===== src/rtl/record_core_pkg.sv =====
// Shared definitions for the SDRAM record/play cores: bus widths and the controller state type.
package record_core_pkg;

   localparam int ADDR_W = 23;
   localparam int DATA_W = 16;

   typedef enum logic [2:0] {
      ST_IDLE,
      ST_RECORD,
      ST_PAUSE,
      ST_DRAIN,
      ST_DONE
   } core_state_e;

endpackage


===== src/rtl/record_fifo.sv =====
// Sample buffer between the audio input and the SDRAM write port.
module record_fifo
   import record_core_pkg::*;
#(
   parameter int DEPTH = 4
) (
   input  logic              clk_i,
   input  logic              rst_ni,
   input  logic              clr_i,
   input  logic              push_i,
   input  logic              pop_i,
   input  logic [DATA_W-1:0] data_i,
   output logic [DATA_W-1:0] data_o,
   output logic              full_o,
   output logic              empty_o
);

   localparam int PTR_W = $clog2(DEPTH);

   logic [DATA_W-1:0] mem_q [DEPTH];
   logic [PTR_W:0]    wr_ptr_q;
   logic [PTR_W:0]    rd_ptr_q;
   logic              do_push;
   logic              do_pop;

   // Extra pointer bit distinguishes full from empty when the indices match.
   assign empty_o = (wr_ptr_q == rd_ptr_q);
   assign full_o  = (wr_ptr_q[PTR_W] != rd_ptr_q[PTR_W]) &&
                    (wr_ptr_q[PTR_W-1:0] == rd_ptr_q[PTR_W-1:0]);
   assign do_push = push_i && !full_o;
   assign do_pop  = pop_i && !empty_o;
   assign data_o  = mem_q[rd_ptr_q[PTR_W-1:0]];

   always_ff @(posedge clk_i or negedge rst_ni) begin
      if (!rst_ni) begin
         wr_ptr_q <= '0;
         rd_ptr_q <= '0;
      end else if (clr_i) begin
         wr_ptr_q <= '0;
         rd_ptr_q <= '0;
      end else begin
         if (do_push) wr_ptr_q <= wr_ptr_q + 1'b1;
         if (do_pop)  rd_ptr_q <= rd_ptr_q + 1'b1;
      end
   end

   always_ff @(posedge clk_i) begin
      if (do_push) mem_q[wr_ptr_q[PTR_W-1:0]] <= data_i;
   end

endmodule


===== src/rtl/record_core.sv =====
// Audio record controller: buffers incoming samples and writes them to consecutive SDRAM words.
//   state  | meaning
//   IDLE   | waiting for record_start
//   RECORD | accepting samples and writing them out
//   PAUSE  | acceptance suspended, buffered samples keep draining
//   DRAIN  | stopped, flushing remaining samples to SDRAM
//   DONE   | one-cycle record_done with record_length latched
module record_core
   import record_core_pkg::*;
#(
   parameter logic [ADDR_W-1:0] REC_MAX    = 23'd1048576,
   parameter int                FIFO_DEPTH = 4
) (
   input  logic              i_clk,
   input  logic              i_rst,
   input  logic              record_start,
   input  logic [ADDR_W-1:0] record_select,
   input  logic              record_pause,
   input  logic              record_stop,
   output logic              record_done,
   output logic [ADDR_W-1:0] record_length,
   output logic              record_write,
   output logic [ADDR_W-1:0] record_addr,
   output logic [DATA_W-1:0] record_writedata,
   input  logic              record_write_finished,
   input  logic              record_audio_valid,
   input  logic [DATA_W-1:0] record_audio_data,
   output logic              record_audio_ready
);

   core_state_e       state_q;
   logic [ADDR_W-1:0] base_q;
   logic [ADDR_W-1:0] wr_cnt_q;
   logic [ADDR_W-1:0] acc_cnt_q;
   logic [ADDR_W-1:0] length_q;
   logic [ADDR_W-1:0] addr_q;
   logic [DATA_W-1:0] wdata_q;
   logic              write_q;
   logic              done_q;

   logic              fifo_full;
   logic              fifo_empty;
   logic              fifo_push;
   logic              fifo_pop;
   logic              fifo_clr;
   logic [DATA_W-1:0] fifo_head;
   logic              accept;
   logic              issue;
   logic              write_side;
   logic              at_limit;

   assign fifo_clr   = (state_q == ST_IDLE) && record_start;
   assign at_limit   = (acc_cnt_q >= REC_MAX);
   assign write_side = (state_q == ST_RECORD) || (state_q == ST_PAUSE) || (state_q == ST_DRAIN);

   assign record_audio_ready = (state_q == ST_RECORD) && !fifo_full && !at_limit && !record_stop;
   assign accept = record_audio_valid && record_audio_ready;

   // The request register takes the FIFO head when the request is issued, so the buffer holds
   // FIFO_DEPTH samples behind the one in flight; an empty FIFO forwards the incoming sample.
   assign issue     = write_side && !write_q && (!fifo_empty || accept);
   assign fifo_pop  = issue && !fifo_empty;
   assign fifo_push = accept && !(issue && fifo_empty);

   record_fifo #(
      .DEPTH (FIFO_DEPTH)
   ) u_fifo (
      .clk_i   (i_clk),
      .rst_ni  (i_rst),
      .clr_i   (fifo_clr),
      .push_i  (fifo_push),
      .pop_i   (fifo_pop),
      .data_i  (record_audio_data),
      .data_o  (fifo_head),
      .full_o  (fifo_full),
      .empty_o (fifo_empty)
   );

   always_ff @(posedge i_clk or negedge i_rst) begin
      if (!i_rst) begin
         state_q   <= ST_IDLE;
         base_q    <= '0;
         wr_cnt_q  <= '0;
         acc_cnt_q <= '0;
         length_q  <= '0;
         addr_q    <= '0;
         wdata_q   <= '0;
         write_q   <= 1'b0;
         done_q    <= 1'b0;
      end else begin
         done_q <= 1'b0;
         if (accept) acc_cnt_q <= acc_cnt_q + 1'b1;

         if (write_q && record_write_finished) begin
            write_q  <= 1'b0;
            wr_cnt_q <= wr_cnt_q + 1'b1;
         end else if (issue) begin
            write_q <= 1'b1;
            addr_q  <= base_q + wr_cnt_q;
            wdata_q <= fifo_empty ? record_audio_data : fifo_head;
         end

         case (state_q)
            ST_IDLE: begin
               if (record_start) begin
                  state_q   <= ST_RECORD;
                  base_q    <= record_select;
                  wr_cnt_q  <= '0;
                  acc_cnt_q <= '0;
               end
            end
            ST_RECORD: begin
               if (record_stop || at_limit) state_q <= ST_DRAIN;
               else if (record_pause)       state_q <= ST_PAUSE;
            end
            ST_PAUSE: begin
               if (record_stop || at_limit) state_q <= ST_DRAIN;
               else if (!record_pause)      state_q <= ST_RECORD;
            end
            ST_DRAIN: begin
               if (fifo_empty && !write_q) begin
                  state_q  <= ST_DONE;
                  done_q   <= 1'b1;
                  length_q <= wr_cnt_q;
               end
            end
            ST_DONE: state_q <= ST_IDLE;
            default: state_q <= ST_IDLE;
         endcase
      end
   end

   assign record_done      = done_q;
   assign record_length    = length_q;
   assign record_write     = write_q;
   assign record_addr      = addr_q;
   assign record_writedata = wdata_q;

endmodule


===== config.mk =====
export PLATFORM = sky130hd
export DESIGN_NAME = record_core
export DESIGN_NICKNAME = d
export VERILOG_FILES = /design/src/rtl/record_core_pkg.sv /design/src/rtl/record_fifo.sv /design/src/rtl/record_core.sv
export SDC_FILE = /design/constraint.sdc
export NUM_CORES = 1
export LEC_CHECK = 0
export CORE_MARGIN = 5
export CORE_UTILIZATION = 40
export DETAILED_ROUTE_END_ITERATION = 8
export GPL_TIMING_DRIVEN = 0
export MAX_ROUTING_LAYER = met4
export PLACE_DENSITY = 0.64
export SLEW_MARGIN = 10
export SYNTH_ARGS = -nofsm -noshare
export SYNTH_HDL_FRONTEND = slang
export SYNTH_SLANG_ARGS = --single-unit
export TNS_END_PERCENT = 5

===== constraint.sdc =====
create_clock -name i_clk -period 4.3 [get_ports i_clk]
set_input_delay 0.43 -clock i_clk [delete_from_list [all_inputs] [get_ports i_clk]]
set_output_delay 0.43 -clock i_clk [all_outputs]
set_load 0.02 [all_outputs]

-- Yosys cells after proc, flatten, opt, wreduce, memory -nomap -nowiden
Memory sizes are Yosys's and may differ from the RTL's.
Cells that the tools add are included.
- multiplexer cells: 24
- reduce and logical (&&, ||, !) cells: 33
- bitwise logic cells: 1
- equal/unequal tests: 10
- $add $sub $neg: 5
- order comparisons: 1
- operators with widths (kind ; count):
    23-bit 2-to-1 mux ; 6
    23-bit by 1-bit adder with 23-bit output (second input constant) ; 2
    3-bit 2-to-1 mux ; 10
    23-bit adder ; 1
    23-bit by 21-bit >= comparator with 1-bit output (second input constant) ; 1
    16-bit 2-to-1 mux ; 1
    1-bit logical AND ; 15
    3-bit case mux with 4 select lines ; 1
    3-bit by 1-bit adder with 3-bit output (second input constant) ; 2
    3-bit by 2-bit equality test with 1-bit output (second input constant) ; 2
    1-bit logical NOT ; 6
    1-bit 2-to-1 mux ; 6
    3-bit by 2-bit inequality test with 1-bit output (second input constant) ; 2
    2-bit AND reduction ; 3
    2-bit nonzero test ; 3
    1-bit logical OR ; 4
    4-bit AND reduction ; 1
    3-bit by 1-bit equality test with 1-bit output (second input constant) ; 1
    3-bit equality test ; 1
    3-bit logical NOT ; 1
    2-bit equality test ; 1
    2-bit by 1-bit inequality test with 1-bit output (second input constant) ; 1
    2-bit inequality test (second input constant) ; 1
    1-bit inequality test ; 1
    1-bit inverter ; 1
- bits in registers: 142
- word-level logic and storage cells: 86
- bits of input ports: 46
- memories: 1
- bits in writable memories: 64
- memory list (memory ; depth ; width ; rd ports ; clocked after Yosys merged registers in ; write ports ; line ; source):
    u_fifo.mem_q ; 4 ; 16 ; 1 ; 0 ; 1 ; record_fifo.sv:20 ; logic [DATA_W-1:0] mem_q [DEPTH];

-- Depth between registers and ports, before layout
Gate-level depths: netlist of run 1.
- depth in word-level cells: 15
- mapped depth: 9
- gate-level depth less buffers: 9

-- Cells and area by module
From an unflattened synthesis of run 1, not the netlist that was laid out.
- cells, all modules: 843
- area, all modules: 9716.8 um^2
- by module, submodules not included (module ; cells an instance ; area an instance (um^2) ; instances):
    record_core ; 692 ; 6821.5 ; 1
    record_fifo ; 151 ; 2895.3 ; 1

-- Least setup slack after synthesis of run 1
Ideal clock, no wire load.
- path kind: register -> register
- start: register acc_cnt_q[21]
- end: memory u_fifo.mem_q[3][0] (enable)
- path buffers: 1
- slack: 1.689 ns
- library setup time: 0.375 ns
- arrival time: 2.236 ns
- required time: 3.925 ns
- stages on the path, launching flop included: 6
- cells stage by stage: dfrtp_1 or4_4 or3_1 buf_6 a211oi_2 and2_1
- longest elaborated chain between the ends: 13
- ends and longest elaborated chain (what ; line ; source):
    start, declared ; record_core.sv:34 ; logic [ADDR_W-1:0] acc_cnt_q;
    start signal, assigned ; record_core.sv:92 ; if (accept) acc_cnt_q <= acc_cnt_q + 1'b1;
    23-bit by 21-bit >= comparator with 1-bit output (*) ; record_core.sv:53 ; assign at_limit = (acc_cnt_q >= REC_MAX);
    1-bit logical NOT (*) ; record_core.sv:56 ; assign record_audio_ready = (state_q == ST_RECORD) && !fifo_full && !at_limit && !record_stop;
    1-bit logical AND (*) (2 in series) ; record_core.sv:56 ;
    1-bit logical AND (*) ; record_core.sv:57 ; assign accept = record_audio_valid && record_audio_ready;
    1-bit logical OR ; record_core.sv:61 ; assign issue = write_side && !write_q && (!fifo_empty || accept);
    1-bit logical AND ; record_core.sv:61 ;
    1-bit logical AND ; record_core.sv:63 ; assign fifo_push = accept && !(issue && fifo_empty);
    1-bit logical NOT ; record_core.sv:63 ;
    1-bit logical AND (*) ; record_core.sv:63 ;
    1-bit logical AND (*) ; record_fifo.sv:30 ; assign do_push = push_i && !full_o;
    1-bit 2-to-1 mux (*) ; record_fifo.sv:48 ; if (do_push) mem_q[wr_ptr_q[PTR_W-1:0]] <= data_i;
    1-bit 2-to-1 mux (implied by the code) (*) ; record_fifo.sv:48 ;
    end, declared ; record_fifo.sv:20 ;
Every way passes the cells marked *; elsewhere a longest branch is shown, timed or not.

-- Worst setup path after layout of run 1
- start: register acc_cnt_q[21]
- end: output record_audio_ready
- longest elaborated chain between the ends: 4
- ends and longest elaborated chain (what ; line ; source):
    23-bit by 21-bit >= comparator with 1-bit output ; record_core.sv:53 ;
    1-bit logical NOT ; record_core.sv:56 ;
    1-bit logical AND (2 in series) ; record_core.sv:56 ;
    end, declared ; record_core.sv:28 ; output logic record_audio_ready
Every way passes these cells.

==> results.sh, run 1 <==
export IMPL_drive_above_1_share=0.111
export IMPL_initial_core_util=0.408
export IMPL_synth_xor_area_frac=0.0600
export IMPL_stdcell_count=1300
export IMPL_setup_tns_final_ps=0
export IMPL_slew_headroom=0.379
export IMPL_slew_viol_final=0
export IMPL_synth_area_mux_share=0.0911
export IMPL_rows=56
export IMPL_arrival_ps=2770
export IMPL_syn_area_sq_um=9630
export IMPL_pin_count=111
export IMPL_worstSkewPairLatency_ps=510
export IMPL_synth_edf_count=64
export IMPL_postSynthCellCount=826
export IMPL_yosysWarnings=0
export IMPL_nFillCells=2145
export IMPL_finalPower_w=0.00773
export IMPL_die_x_microns=165
export IMPL_pwr_density_cell_nw_per_um2=647
export IMPL_drc=0
export IMPL_drv_cap=0
export IMPL_place_port_buffers=110
export IMPL_clock_sinks=206
export IMPL_htreeDepth=1
export IMPL_synth_top_family_by_area="simple AND/OR/NAND/NOR gates"
export IMPL_wl_per_cell_microns=16.9
export IMPL_fin_crit_ps=3200
export IMPL_die_h_microns=165
export IMPL_post_cts_setup_buffers=0
export IMPL_yosys_area_share_simple=0.123
export IMPL_status="finished clean"
export IMPL_synth_nets=903
export IMPL_synthTopCellsByCount="dfrtp_1, nor2_1, nand2_1"
export IMPL_final_antenna_net_count=0
export IMPL_gp_congestion=0.848
export IMPL_coreArea_sq_um=23600
export IMPL_critPathMaxFanout=6
export IMPL_dpl_cell_count=1256
export IMPL_synth_flop_cell="dfrtp_1"
export IMPL_max_freq_mhz=313
export IMPL_grt_first_pass_wirelength_microns=35700
export IMPL_via_per_inst=5.10
export IMPL_critPathBufInv=1
export IMPL_ys_ff_latch=206
export IMPL_dr_pass1_iters=6
export IMPL_antenna_found_initial=2
export IMPL_async_reset_ff_frac=0.689
export IMPL_cts_root_buf="clkbuf_16"
export IMPL_drt_iter0_drc=427
export IMPL_clock_path_buffers=3
export IMPL_routed_wl_microns=22000
export IMPL_grt_max_degree=96
export IMPL_critPathKind="reg -> out"
export IMPL_power_leakage_nw=5.04
export IMPL_rsz0062_at_grt="false"
export IMPL_hold_buffers=1
export IMPL_worstMarginPinSlew_ps=932
export IMPL_utilization=0.507
export IMPL_synthTopCellsByArea="dfrtp_1, edfxtp_1, mux2_2"
export IMPL_setup_violations=0
export IMPL_required_ps=3870
export IMPL_cts_clk_slew_worst_paths_ps=60
export IMPL_synth_compound_area_share=0.0906
export IMPL_cts_resized=0
export IMPL_layout_nets=1041
export IMPL_cp_start_kind="register"
export IMPL_dieArea_sq_um=27300
export IMPL_cpPeakStageDelay_ps=730
export IMPL_finalHoldViolations=0
export IMPL_irDropWorstVdd_uv=382
export IMPL_yosysTopAreaCell="dfrtp_1"
export IMPL_cpLargestDelayFamily="buffers and inverters"
export IMPL_cpMaxStageDelayCell="clkdlybuf4s50_1"
export IMPL_whs_ps=413
export IMPL_fin_skew_ps=9.90
export IMPL_grt_overflow_total=0
export IMPL_yosys_cell_count_top_type="dfrtp_1"
export IMPL_cts_buffers_inserted=24
export IMPL_cts_tree="done"
export IMPL_finalCritPeriodShare=0.743
export IMPL_grtUsageTotal=0.168
export IMPL_area_growth_pct=24.3
export IMPL_dp_hpwl_microns=15600
export IMPL_synth_top_cell_area_share=0.369
export IMPL_syn_avg_cell_area_sq_um=11.7
export IMPL_ys_seq_area_frac=0.569
export IMPL_vias=6631
export IMPL_end_kind="output pin"
export IMPL_first_global_vias=6736
export IMPL_synthAdderAreaFrac=0.0411
export IMPL_crit_chain="or4_4 -> a311oi_1 -> clkdlybuf4s50_1"
export IMPL_hold_class="in -> async"
export IMPL_synth_distinct_cells=54
==> worst paths after layout <==
check	cells after the start	from	slack [ps]	endpoint
min in group i_clk	2	record_addr[9]	480	record_addr[9]
max in group asynchronous	3	i_rst	3100	acc_cnt_q[19]
min reg2reg	2	record_addr[9]	480	record_addr[9]
min	2	i_rst	410	record_length[7]
max reg2reg	5	acc_cnt_q[21]	1230	u_fifo.mem_q[3][12]
max	3	acc_cnt_q[21]	1100	record_audio_ready
==> metrics by stage <==
stage               worst slack [ps]  cell area, sq um
global route                     988             12000
global placement               -3250             11100
CTS                             1030             12000
detailed placement               800             11200
finish                          1100             12000
floorplan                       1690              9630
==> flip-flops by register name, summed over array words and instances (netlist names), 16 cells and up <==
register,cells
u_fifo.mem_q,64
record_writedata,16
base_q,23
record_length,23
acc_cnt_q,23
record_addr,23
wr_cnt_q,23
==> report_power, final <==
| part | leakage (nW) | switching (W) | internal [W] | total, W |
|---|---|---|---|---|
| sequential | 2.41 | 0.000291 | 0.00245 | 0.00274 |
| combinational | 2.26 | 0.00173 | 0.00125 | 0.00299 |
| clock | 0.383 | 0.000763 | 0.00125 | 0.00201 |
==> per-layer routing <==
metal | global-route usage | vias to the layer above | routed length [microns]
li1 | - | 3219 | -
met1 | 0.226 | 3219 | 9950
met2 | 0.268 | 153 | 10300
met3 | 0.0273 | 40 | 1180
met4 | 0.0431 | 0 | 534
met5 | - | - | 0
==> cells by family (layout without fill, tap and decap cells) <==
kind of cell | after synthesis | in the layout
AOI/OAI and AO/OA | 144 | 144
xor gates and xnor gates | 66 | 66
adders and majority gates | 31 | 31
buffers and inverters | 57 | 210
DFF | 206 | 206
muxes | 62 | 62
other | 0 | 2
and+or+nand+nor | 260 | 260
==> layout by cell type (no fill, tap or decap), drive strengths merged, types with 4 or more instances in the layout <==
master and instances:
a211oi 5, mux4 16, nor3 8, clkbuf 62, and2 7, o211ai 5, and4 6, o21a 5
a21oi 45, o21ai 48, nor2b 6, dfrtp 142, clkdlybuf4s50 109, xnor2 20, a21o 14, xor2 46
ha 30, mux2 45, nor2 94, edfxtp 64, nand3 25, nand4 11, or3 4, nand2 78
inv 18, buf 14, and3 12
==> cell type report <==
type,instances,area [sq um],area share
sequential,206,5480,0.458
clock buffer,35,704,0.0589
buffer,39,175,0.0146
clock inverter,6,82.6,0.00690
antenna,2,5.00,0.000418
inverter,18,67.6,0.00565
tap,319,399,0.0334
timing repair buffer,112,1140,0.0956
multi-input combinational,563,3910,0.327
Power figures use the tool's default switching activity.
==> inputs of run 2 (changes only) <==
- clock period: 4.3 -> 3 ns (I/O delays scaled with it)
==> results.sh, run 2 (synthesized netlist as in run 1, its figures left out) <==
export IMPL_cpPeakStageDelay_ps=690
export IMPL_die_h_microns=165
export IMPL_pwr_density_cell_nw_per_um2=926
export IMPL_die_x_microns=165
export IMPL_irDropWorstVdd_uv=548
export IMPL_cts_tree="done"
export IMPL_grtUsageTotal=0.168
export IMPL_hold_class="in -> async"
export IMPL_cts_root_buf="clkbuf_16"
export IMPL_drt_iter0_drc=421
export IMPL_power_leakage_nw=5.05
export IMPL_finalHoldViolations=0
export IMPL_drv_cap=0
export IMPL_final_cell_area_sq_um=12000
export IMPL_clock_path_buffers=3
export IMPL_grt_overflow_total=0
export IMPL_crit_chain="or4_4 -> a311oi_2 -> clkdlybuf4s50_1"
export IMPL_cts_clk_slew_worst_paths_ps=60
export IMPL_dr_pass1_iters=5
export IMPL_r2r_start="acc_cnt_q[21]"
export IMPL_whs_ps=283
export IMPL_status="finished clean"
export IMPL_clock_sinks=206
export IMPL_required_ps=2700
export IMPL_pin_count=111
export IMPL_arrival_ps=2580
export IMPL_dp_hpwl_microns=15600
export IMPL_rsz0062_at_grt="false"
export IMPL_finalCritPeriodShare=0.960
export IMPL_critPathBufInv=1
export IMPL_slew_headroom=0.439
export IMPL_cp_start_kind="register"
export IMPL_antenna_found_initial=2
export IMPL_via_per_inst=5.11
export IMPL_drc=0
export IMPL_initial_core_util=0.408
export IMPL_largest_register_ffs=64
export IMPL_grt_max_degree=96
export IMPL_final_antenna_net_count=0
export IMPL_r2r_end="u_fifo.mem_q[3][12]"
export IMPL_critPathMaxFanout=6
export IMPL_critPathLaunch="acc_cnt_q[21]"
export IMPL_finalPower_w=0.0111
export IMPL_fin_skew_ps=10.1
export IMPL_utilization=0.507
export IMPL_cpMaxStageDelayCell="clkdlybuf4s50_1"
export IMPL_gp_congestion=0.848
export IMPL_worstSkewPairLatency_ps=510
export IMPL_place_port_buffers=110
export IMPL_max_freq_mhz=347
export IMPL_rows=56
export IMPL_final_common_cell="dfrtp_1"
export IMPL_htreeDepth=1
export IMPL_r2r_cells=5
export IMPL_wl_per_cell_microns=16.9
export IMPL_slew_viol_final=0
export IMPL_end_kind="output pin"
export IMPL_fin_crit_ps=2880
export IMPL_r2r_slack_ps=210
export IMPL_first_global_vias=6738
export IMPL_area_growth_pct=24.4
export IMPL_crit_end="record_audio_ready"
export IMPL_routed_wl_microns=22000
export IMPL_layout_common_cells="dfrtp_1, clkdlybuf4s50_1, nor2_1"
export IMPL_dieArea_sq_um=27300
export IMPL_cts_buffers_inserted=24
export IMPL_layout_nets=1041
export IMPL_vias=6645
export IMPL_setup_violations=0
export IMPL_placed_area_sq_um=11200
export IMPL_critical_path_depth=3
export IMPL_grt_first_pass_wirelength_microns=35700
export IMPL_worstMarginPinSlew_ps=830
export IMPL_coreArea_sq_um=23600
export IMPL_cpLargestDelayFamily="buffers and inverters"
export IMPL_critPathKind="reg -> out"
export IMPL_drive_above_1_share=0.116
export IMPL_setup_tns_final_ps=0
-- run 2: metrics by stage --
step | instances | setup slack (ps)
after floorplan | 826 | 389
after global placement | 1255 | -4420
after detailed placement | 1256 | -370
after CTS | 1298 | 63.2
after global routing | 1300 | 6.02
final | 1300 | 121
-- run 2: worst min path at each step --
stage / to / slack [ps] / depth (start not counted)
after floorplan: acc_cnt_q[0] / 4 / 0
after global placement: record_addr[10] / 470 / 2
after detailed placement: record_length[7] / 220 / 1
after CTS: record_length[7] / 280 / 2
after global routing: record_length[7] / 320 / 2
final: record_length[7] / 280 / 2
-- run 2: power by group --
| group | internal (W) | total [W] | switching, W |
|---|---|---|---|
| logic | 0.00180 | 0.00429 | 0.00249 |
| clock network | 0.00179 | 0.00288 | 0.00109 |
| registers | 0.00350 | 0.00392 | 0.000417 |
-- run 2: what timing repair did --
action | CTS | global route
setup endpoints to repair | 66 | 0
endpoints found under the hold margin | 47 | 0
hold buffers | 1 | 0
buffers inserted | 0 | 0
gates resized for setup | 5 | 0
-- run 2: layer usage --
metal / vias to the layer above / track usage / share of wire
met4: 0 / 0.0431 / 0.023
met2: 156 / 0.268 / 0.47
li1: 3222 / - / -
met3: 38 / 0.0273 / 0.054
met1: 3229 / 0.226 / 0.45
met5: - / - / 0
-- run 2: worst reg2reg max path, cell delays in order (launching register included) --
cell and delay (ps):
dfrtp_1 370, or4_4 580, or3_1 380, buf_6 150, a211oi_2 380, and2_2 550
-- run 2: layout make-up --
| cell class | instances | area, sq um |
|---|---|---|
| inverters | 18 | 67.6 |
| clock buffers | 35 | 704 |
| clock inverters | 6 | 82.6 |
| diodes | 2 | 5.00 |
| well taps | 319 | 399 |
| fillers | 2141 | 11600 |
| flip-flops and latches | 206 | 5480 |
| repair buffers | 112 | 1140 |
| plain buffers | 39 | 175 |
| multi-input cells | 563 | 3920 |
==> variant (settings of run 1) <==
Set the parameter `FIFO_DEPTH` to 8 (it was 4).
--- a/src/rtl/record_core.sv
+++ b/src/rtl/record_core.sv
@@ -11,3 +11,3 @@
    parameter logic [ADDR_W-1:0] REC_MAX    = 23'd1048576,
-   parameter int                FIFO_DEPTH = 4
+   parameter int                FIFO_DEPTH = 8
 ) (
Formal check against the unedited RTL: not equivalent (a bounded check fails within 10 cycles, from zero or initial values and one cycle with i_rst low).
==> variant against run 1 <==
- combinational power up 21%
- worst setup slack improved by 0.18 ns
- routed wire length increased by 24%
- worst hold slack got worse by 0.051 ns
- total power grew 25%
- clock power is 30% higher
- area after synthesis grew 26%
- sequential cell count is 66 higher
- clock skew grew 0.0090 ns
- critical endpoint is now u_fifo.mem_q[4][4]
- design area rose by 25%
- count of clock-buffer cells in the layout increased by 7
- global-route usage down 0.26 points
- non-clock buffer count up 13
==> variant: results (changes against run 1) <==
Critical path
  – Worst path slowest cell: nor3_2
  – R2r worst-path depth: 7 (+2)
  – Largest delay share family, worst path: simple AND/OR/NAND/NOR gates
  – FF-to-FF End: u_fifo.mem_q[4][4]
  – R2R Setup Slk: 1.29 ns (+0.06 ns)
  – Worst Path Arrival: 3.27 ns (+0.50 ns)
  – Crit-path max FO: 9 (+3)
  – Worst r2r src: state_q[1]

Logic synthesis
  – Mapped Nets: 963 (+6.6%)
  – Post-synth top cells: 144 x dfrtp_1, 128 x edfxtp_1, 80 x nor2_1, 79 x nand2_1, 51 x o21ai_0
  – Top-count cell post-synth: dfrtp_1
  – Synth area leaders: edfxtp_1 32%, dfrtp_1 30%, mux4_2 6.0%
  – Register area share after synthesis: 0.6153 (+0.04650)
  – Async SR Flop Fraction: 0.5294 (-0.1599)
  – Number of distinct library cells after synthesis: 57 (+5.6%)
  – Cell count after synthesis: 889 (+7.6%)
  – Post-synth EDFFs: 128 (+100%)

Timing
  – Tightest Pin Transition: 0.8894 ns (-0.04265 ns)
  – WHS: 0.3621 ns (-0.05081 ns)
  – Clock Skew: 0.01894 ns (+0.009034 ns)

Placement
  – HPWL after DPL: 19130 um (+23%)
  – Placement Setup Slack: 0.8859 ns (+0.08618 ns)
  – GP Congestion: 0.8249 (-2.7%)
  – Placed cell area: 13900 sq um (+25%)
  – Placed cells: 1402 (+12%)

Drt
  – Vias per cell: 5.137 (+0.71%)
  – Routed wl met3: 1503 um (+27%)
  – Starting DRT DRC Count: 459 (+7.5%)
  – TritonRoute pass-1 iters: 4 (-2)
  – Via Count: 7490 (+13%)
  – Met2 WL: 12990 um (+26%)
  – Wirelength, routed: 27220 um (+24%)
  – Met1 WL: 12090 um (+21%)

Global route
  – Overflow after GRT: 0 (unchanged)
  – M2 GR Usage: 0.2608 (-0.007530)
  – Largest net degree at the start of global routing: 102 (+6.3%)
  – Grt met1 use: 0.2218 (-0.004692)
  – GRT Util Overall: 0.1656 (-0.002596)
  – First-pass GRT wire length: 42920 um (+20%)
  – Initial antenna violation count: 0 (-2)
  – Vias in the first global route: 7719 (+15%)
  – M3 GR Usage: 0.03344 (+0.006137)

Power
  – Peak supply drop: 0.4901 mV (+28%)
  – Leak: 5.933 nW (+18%)

Finish
  – Nets@finish: 1119 (+7.5%)
  – Antenna cells: 0 (-2)
  – Max reg flops: 128 (+100%)
  – Area of the multi-input gates: 4420 sq um (+13%)
  – Layout cells sized above 1: 0.1685 (+0.05720)
  – # fillers: 2602 (+21%)

Clock tree
  – CTS clock-pin slew for the worst setup and hold paths: 0.06 ns (about the same)
  – Worst-Skew Late Latency: 0.55 ns (+0.04 ns)
  – Max clock buf depth: 3 (unchanged)
  – Resized Gates After CTS: 0 (unchanged)
  – Hold-fix buffers at CTS: 1 (unchanged)
  – TritonCTS Buffers: 30 (+25%)

Outcome
  – Outcome: finished clean
==> variant: cell types whose count changed in the layout (fill, tap and decap cells not counted), sizes merged, moves of 7 or more <==
cell	run 1	this run
xnor2	20	27
mux2i	1	17
nor2	94	80
edfxtp	64	128
a21o	14	7
mux4	16	32
buf	14	37
==> variant: how the worst max path moves through the flow <==
stage | depth (start not counted) | from | end | slack [ns]
after floorplan | 5 | acc_cnt_q[21] | u_fifo.mem_q[6][0] | 1.26
after global placement | 1 | i_rst | record_writedata[2] | -3.27
after detailed placement | 7 | record_stop | u_fifo.mem_q[4][3] | 0.89
after CTS | 7 | state_q[1] | u_fifo.mem_q[4][4] | 1.22
after global routing | 10 | wr_cnt_q[0] | record_addr[16] | 1.02
final | 7 | state_q[1] | u_fifo.mem_q[4][4] | 1.29
==> variant: kinds of logic (layout without fill, tap and decap cells) <==
family          after synthesis  count (layout)  synth area share
buf+inv                      54             233           0.02243
simple gates                237             237           0.09448
fa+ha+maj                    28              28           0.02956
xor+xnor                     70              70           0.05344
flops                       272             272            0.6153
mux                          95              95            0.1214
compound gates              133             133           0.06347
==> variant: layout make-up <==
cell class | count | share of cell area
Clock buffer | 42 | 0.05804
Multi-Input combinational cell | 563 | 0.2959
Tap cell | 390 | 0.03266
Timing Repair Buffer | 124 | 0.08592
Clock inverter | 13 | 0.01089
Buffer | 40 | 0.01466
Inverter | 14 | 0.003517
Sequential cell | 272 | 0.4984
==> variant: where the power goes <==
part           internal, mW  switching [mW]  leakage (nW)
logic                  1.55            2.08          2.40
clock network          1.59            1.02         0.504
registers              3.17           0.275          3.03
total                  6.31            3.38          5.93
